[src/rtl/lab2_cla_pipe.sv]
// Two-stage pipelined carry-lookahead adder/subtractor with valid/ready on both sides.
// Optional signed-overflow output is enabled by defining LAB2_CLA_OVF_EN.
module lab2_cla_pipe #(
    parameter int unsigned WIDTH = 16
) (
    input  logic             clk,
    input  logic             rst_n,
    input  logic             in_valid,
    output logic             in_ready,
    input  logic [WIDTH-1:0] a,
    input  logic [WIDTH-1:0] b,
    input  logic             cin,
    input  logic             sub,
    output logic             out_valid,
    input  logic             out_ready,
    output logic [WIDTH-1:0] sum,
    output logic             cout
`ifdef LAB2_CLA_OVF_EN
    ,
    output logic             ovf
`endif
);

    localparam int unsigned GROUPS = WIDTH / 4;

    generate
        if ((WIDTH < 4) || (WIDTH > 64) || ((WIDTH % 4) != 0)) begin : g_bad_width
            $error("lab2_cla_pipe: WIDTH must be a multiple of 4 in 4..64");
        end
    endgenerate

    logic             s1_v_q, s1_v_d;
    logic [WIDTH-1:0] p_q, p_d;
    logic [WIDTH-1:0] g_q, g_d;
    logic             c0_q, c0_d;
    logic             s2_v_q, s2_v_d;
    logic [WIDTH-1:0] sum_q, sum_d;
    logic             cout_q, cout_d;
`ifdef LAB2_CLA_OVF_EN
    logic             ovf_q, ovf_d;
`endif

    logic             adv1, adv2;
    logic [WIDTH-1:0] b_eff;
    logic [GROUPS-1:0] pg, gg;
    logic [GROUPS:0]   gc;
    logic [WIDTH-1:0]  carry;

    // in_ready is a single OR of state and out_ready; it never looks at in_valid.
    assign adv2     = !s2_v_q || out_ready;
    assign adv1     = !s1_v_q || !s2_v_q || out_ready;
    assign in_ready = adv1;

    assign out_valid = s2_v_q;
    assign sum       = sum_q;
    assign cout      = cout_q;
`ifdef LAB2_CLA_OVF_EN
    assign ovf       = ovf_q;
`endif

    // Stage 1: bitwise propagate/generate and carry-in capture.
    always_comb begin
        b_eff  = sub ? ~b : b;
        s1_v_d = s1_v_q;
        p_d    = p_q;
        g_d    = g_q;
        c0_d   = c0_q;
        if (adv1) begin
            s1_v_d = in_valid;
            if (in_valid) begin
                p_d  = a ^ b_eff;
                g_d  = a & b_eff;
                c0_d = sub | cin;
            end
        end
    end

    // Group P/G, second-level sum-of-products group carries, then in-group bit carries.
    always_comb begin
        logic term;
        pg    = '0;
        gg    = '0;
        gc    = '0;
        carry = '0;
        term  = 1'b0;
        for (int j = 0; j < int'(GROUPS); j++) begin
            pg[j] = &p_q[4*j +: 4];
            gg[j] = g_q[4*j+3]
                  | (p_q[4*j+3] & g_q[4*j+2])
                  | (p_q[4*j+3] & p_q[4*j+2] & g_q[4*j+1])
                  | (p_q[4*j+3] & p_q[4*j+2] & p_q[4*j+1] & g_q[4*j]);
        end
        gc[0] = c0_q;
        for (int j = 0; j < int'(GROUPS); j++) begin
            term = c0_q;
            for (int m = 0; m <= j; m++) begin
                term = term & pg[m];
            end
            gc[j+1] = term;
            for (int k = 0; k <= j; k++) begin
                term = gg[k];
                for (int m = k + 1; m <= j; m++) begin
                    term = term & pg[m];
                end
                gc[j+1] = gc[j+1] | term;
            end
        end
        for (int j = 0; j < int'(GROUPS); j++) begin
            carry[4*j]   = gc[j];
            carry[4*j+1] = g_q[4*j] | (p_q[4*j] & gc[j]);
            carry[4*j+2] = g_q[4*j+1] | (p_q[4*j+1] & g_q[4*j])
                         | (p_q[4*j+1] & p_q[4*j] & gc[j]);
            carry[4*j+3] = g_q[4*j+2] | (p_q[4*j+2] & g_q[4*j+1])
                         | (p_q[4*j+2] & p_q[4*j+1] & g_q[4*j])
                         | (p_q[4*j+2] & p_q[4*j+1] & p_q[4*j] & gc[j]);
        end
    end

    // Stage 2: result capture, held while the consumer stalls.
    always_comb begin
        s2_v_d = s2_v_q;
        sum_d  = sum_q;
        cout_d = cout_q;
`ifdef LAB2_CLA_OVF_EN
        ovf_d  = ovf_q;
`endif
        if (adv2) begin
            s2_v_d = s1_v_q;
            if (s1_v_q) begin
                sum_d  = p_q ^ carry;
                cout_d = gc[GROUPS];
`ifdef LAB2_CLA_OVF_EN
                ovf_d  = carry[WIDTH-1] ^ gc[GROUPS];
`endif
            end
        end
    end

    always_ff @(posedge clk or negedge rst_n) begin
        if (!rst_n) begin
            s1_v_q <= 1'b0;
            p_q    <= '0;
            g_q    <= '0;
            c0_q   <= 1'b0;
            s2_v_q <= 1'b0;
            sum_q  <= '0;
            cout_q <= 1'b0;
`ifdef LAB2_CLA_OVF_EN
            ovf_q  <= 1'b0;
`endif
        end else begin
            s1_v_q <= s1_v_d;
            p_q    <= p_d;
            g_q    <= g_d;
            c0_q   <= c0_d;
            s2_v_q <= s2_v_d;
            sum_q  <= sum_d;
            cout_q <= cout_d;
`ifdef LAB2_CLA_OVF_EN
            ovf_q  <= ovf_d;
`endif
        end
    end

endmodule

[config.mk]
export PLATFORM = sky130hd
export DESIGN_NAME = lab2_cla_pipe
export DESIGN_NICKNAME = d
export VERILOG_FILES = /design/src/rtl/lab2_cla_pipe.sv
export SDC_FILE = /design/constraint.sdc
export NUM_CORES = 1
export LEC_CHECK = 0
export BUFFER_PORTS_ARGS = -buffer_cell sky130_fd_sc_hd__buf_2
export CORE_MARGIN = 2
export CORE_UTILIZATION = 42
export CTS_CLUSTER_SIZE = 24
export DETAILED_ROUTE_END_ITERATION = 6
export PLACE_DENSITY_LB_ADDON = 0.1
export SLEW_MARGIN = 20
export SYNTH_ARGS = -nofsm -noshare
export SYNTH_HDL_FRONTEND = slang
export SYNTH_SLANG_ARGS = --single-unit
[constraint.sdc]
create_clock -name clk -period 5.7 [get_ports clk]
set_clock_uncertainty 0.1 [all_clocks]
set_input_delay 1.14 -clock clk [delete_from_list [all_inputs] [get_ports clk]]
set_output_delay 1.14 -clock clk [all_outputs]
set_load 0.05 [all_outputs]
After elaboration in Yosys (flattened, before gate mapping)
Index checks and enable logic that the tools add are counted. Widths: inputs -> output; s select.

Divide/modulo/power cells: 0. Add/subtract/negate cells: 0. Shift operators: 0. Reductions and logical operators: 11. $lt $le $gt $ge: 0. Equality and inequality tests: 0. Bitwise operators: 117. $mul: 0. Muxes and demuxes: 1.

Operators with widths (number): $and 1x1->1 (66); $or 1x1->1 (47); $xor 16x16->16 (2); $and 16x16->16 (1); $mux 16 (1); $not 16->16 (1); $reduce_and 4->1 (4); $reduce_and 2->1 (2); $logic_or 1x1->1 (3); $logic_not 1->1 (2).

Bits of input ports: 38. Register bits: 52. Memory bits (read-only): 0. Word-level logic and storage cells: 136. Bits in latches: 0. Memories: 0. RAM bits: 0. Output and inout bits: 19.

Depth between registers and ports, before layout
Word-level depth: 12. Depth in mapped cells: 9. Depth with buffers taken out: 9.

Worst setup path before layout
OpenSTA, ideal clock, no wires.

Path type: input port to output port. Start point: input port out_ready. End point: output port in_ready. Stages on the path: 1. Arrival time: 1.629 ns. Slack: 2.831 ns. Required time: 4.460 ns. Cell sequence: nand3b_1.

Longest elaborated chain between the ends: 1.

RTL lines: from (decl) (line 15) `input logic out_ready,`; $logic_or 1x1->1 (line 51) `assign adv1 = !s1_v_q || !s2_v_q || out_ready;`; to (decl) (line 9) `output logic in_ready,`.

No other way between the ends.

Final worst setup path
Ends and elaborated chain as after synthesis.

==> flow_metrics.tcl <==
set metrics [dict create \
    cts_max_level 2 \
    cts_buffers 5 \
    post-route-period-util 0.506 \
    worst_setup_path_start_kind "input pin" \
    die_h_um 84.8 \
    layout-drive-gt1-share 0.347 \
    min-delay-start "sum[4]$_DFFE_PN0P_" \
    cp_common_cell "buf_2" \
    status "complete, no violations" \
    finalWorstSetupSlack_ns 2.81 \
    grt_max_degree 53 \
    rsz0062_at_grt "no" \
    placementRows 29 \
    wl_per_cell_um 13.4 \
    clock_sinks 52 \
    antenna_left 0 \
    wl_mm 5.02 \
    required_ns 4.46 \
    slew_headroom 0.396 \
    drt_iter0_drc 57 \
    cts.clk_slew.worst_paths_ns 0.08 \
    ctsResizeCount 0 \
    clock_latency_ns 0.30 \
    crit_fanout 3 \
    fp.dieW_um 84.8 \
    setup_tns_ns 0 \
    grt_pass1_wl_mm 8.58 \
    cts_setup_buffers 0 \
    endpoint_kind "output port" \
    drc_errors 0 \
    cts_buffer_depth 2 \
    grt_pass1_vias 1855 \
    area_growth_syn_to_layout_pct 16.4 \
    cp_cell_sequence "buf_2, nand3b_1, buf_2" \
    cap_violations 0 \
    start_util 0.434 \
    syn_inst 241 \
    ctsRootBufferMaster "clkbuf_8" \
    drv_slew 0 \
    seq_area_frac_synth 0.475 \
    cts_tree "done" \
    overflow 0 \
    nets 355 \
    holdBufCountCts 0 \
    antenna_cells 0 \
    regToRegStartpoint "c0_q$_DFFE_PN0P_" \
    vias_per_cell 5.02 \
    cp_slowest_stage_delay_ns 0.23 \
    dp_slack_ns 2.81 \
    worst-slew-pin-transition_ns 0.903 \
    io_buffers 56 \
    period_minus_slack_ns 2.89 \
    hold_viol 0 \
    ys_ff_latch 52 \
    power_density_mw_per_mm2 403 \
    ir_worst_vdd_uv 252 \
    first_pass_iters 4 \
    slowest_stage "buf_2" \
    die-area_mm2 0.00718 \
    syn_avg_cell_area_um2 11.4 \
    ios 57 \
    utilization 0.505 \
    coreArea_mm2 0.00631 \
    crit_arrival_ns 1.65 \
    num-fill-cells 585 \
    synth_cell_type_count 37 \
    vias 1879 \
    holdWs_ns 0.376 \
    antenna_found_initial 0 \
    fmax_mhz 347 \
    p_leak_nw 1.58 \
    hold_class "reg -> reg" \
    yosysWarnings 0 \
    gp_congestion 0.776 \
    crit_type "in -> out" \
    post-dp-hpwl_mm 3.60 \
    setup_viol 0 \
    crit_start "out_ready" \
    syn_nets 299 \
    syn_area_mm2 0.00274 \
    grt.total_usage 0.150 \
]
placed cells by master, fill, tap and decap left out, types with 2 or more instances in the layout:
cell type	instances
xor2_1	21
dfrtp_1	52
ha_1	20
nor3_1	3
a21oi_1	5
xnor2_1	2
a211oi_1	2
o31ai_1	4
nand3_1	2
buf_4	2
inv_1	4
buf_2	56
nand2b_1	4
a21o_1	3
mux2_2	32
o211ai_1	4
clkbuf_8	7
nand4_1	2
nor2_1	9
o21a_1	2
o21ai_1	6
nand2_1	33
o21ai_0	7
area by class of cell:
class,count,area (um^2),share of cell area
timing repair buffer,58,295,0.0926
clock buffer,7,96.3,0.0302
multi-input combinational,175,1380,0.433
sequential,52,1300,0.408
inverter,5,18.8,0.00589
tap,77,96.3,0.0302
sequential cells by signal (all words and copies together), names as in the netlist:
register   flops
s1_v_q         1
g_q           16
out_valid      1
p_q           16
cout           1
c0_q           1
sum           16
synthesized netlist by cell type, drive strengths merged:
master  number  share of area
a211oi       2         0.0055
dfrtp       52           0.48
nand3b       1         0.0027
nand2       33          0.045
xnor2        2         0.0064
a21o         3         0.0082
nor3         3         0.0055
a221oi       2          0.013
inv          5         0.0068
mux2        32           0.13
o21a         2         0.0055
clkbuf       5         0.0069
ha          20          0.091
o31ai        4          0.011
o21ai       13          0.024
o21bai       1         0.0027
and3         2         0.0064
o211ai       4          0.011
xor2        21          0.067
a21oi        6          0.015
nand2b       4         0.0091
or3          1         0.0023
and2         1         0.0023
nand4b       2         0.0087
nand4        2         0.0046
nand3        2         0.0037
a21boi       2         0.0069
or2          1         0.0023
buf          4         0.0073
nor2         9          0.012
worst max-delay path, delay by kind of cell:
family / cells / cell delay, ns
buffers and inverters: 2 / 0.33
AND/OR/NAND/NOR: 1 / 0.17
logic make-up (layout without fill, tap and decap cells):
group | count (synthesis) | count (layout) | share of synthesized area
adders and majority gates | 20 | 20 | 0.0914
buffers and inverters | 14 | 70 | 0.0210
and+or+nand+nor | 61 | 61 | 0.105
AOI/OAI and AO/OA | 39 | 39 | 0.102
xor gates and xnor gates | 23 | 23 | 0.0736
muxes | 32 | 32 | 0.132
DFF | 52 | 52 | 0.475
layer usage:
layer	share of wire	wire (um)	GRT usage
met1	0.49	2450	0.204
met2	0.45	2250	0.236
met3	0.048	239	0.0315
met4	0.015	77	0.0563
met5	0	0	0
power breakdown:
group          switching, W  internal (W)
clock network      0.000113      0.000108
registers         0.0000798      0.000467
logic              0.000343      0.000175
stage by stage:
step	total power [W]	instances	cell area, um^2
3_3_place_gp	0.00107	367	3090
5_1_grt	0.00137	374	3190
3_5_place_dp	0.00108	367	3090
6_report	0.00129	374	3190
4_1_cts	0.00131	374	3190
2_1_floorplan	0.000944	241	2740
path summary, 6_finish.rpt:
check,cells after the start,endpoint,slack (ns)
hold / removal,2,sum[4]$_DFFE_PN0P_,0.38
setup / recovery,3,in_ready,2.81
hold reg to reg,2,sum[4]$_DFFE_PN0P_,0.38
max in group asynchronous,2,sum[13]$_DFFE_PN0P_,4.23
setup reg to reg,9,sum[13]$_DFFE_PN0P_,3.50
min in group asynchronous,2,c0_q$_DFFE_PN0P_,0.84
No activity file was read; power rests on OpenSTA's default activity.
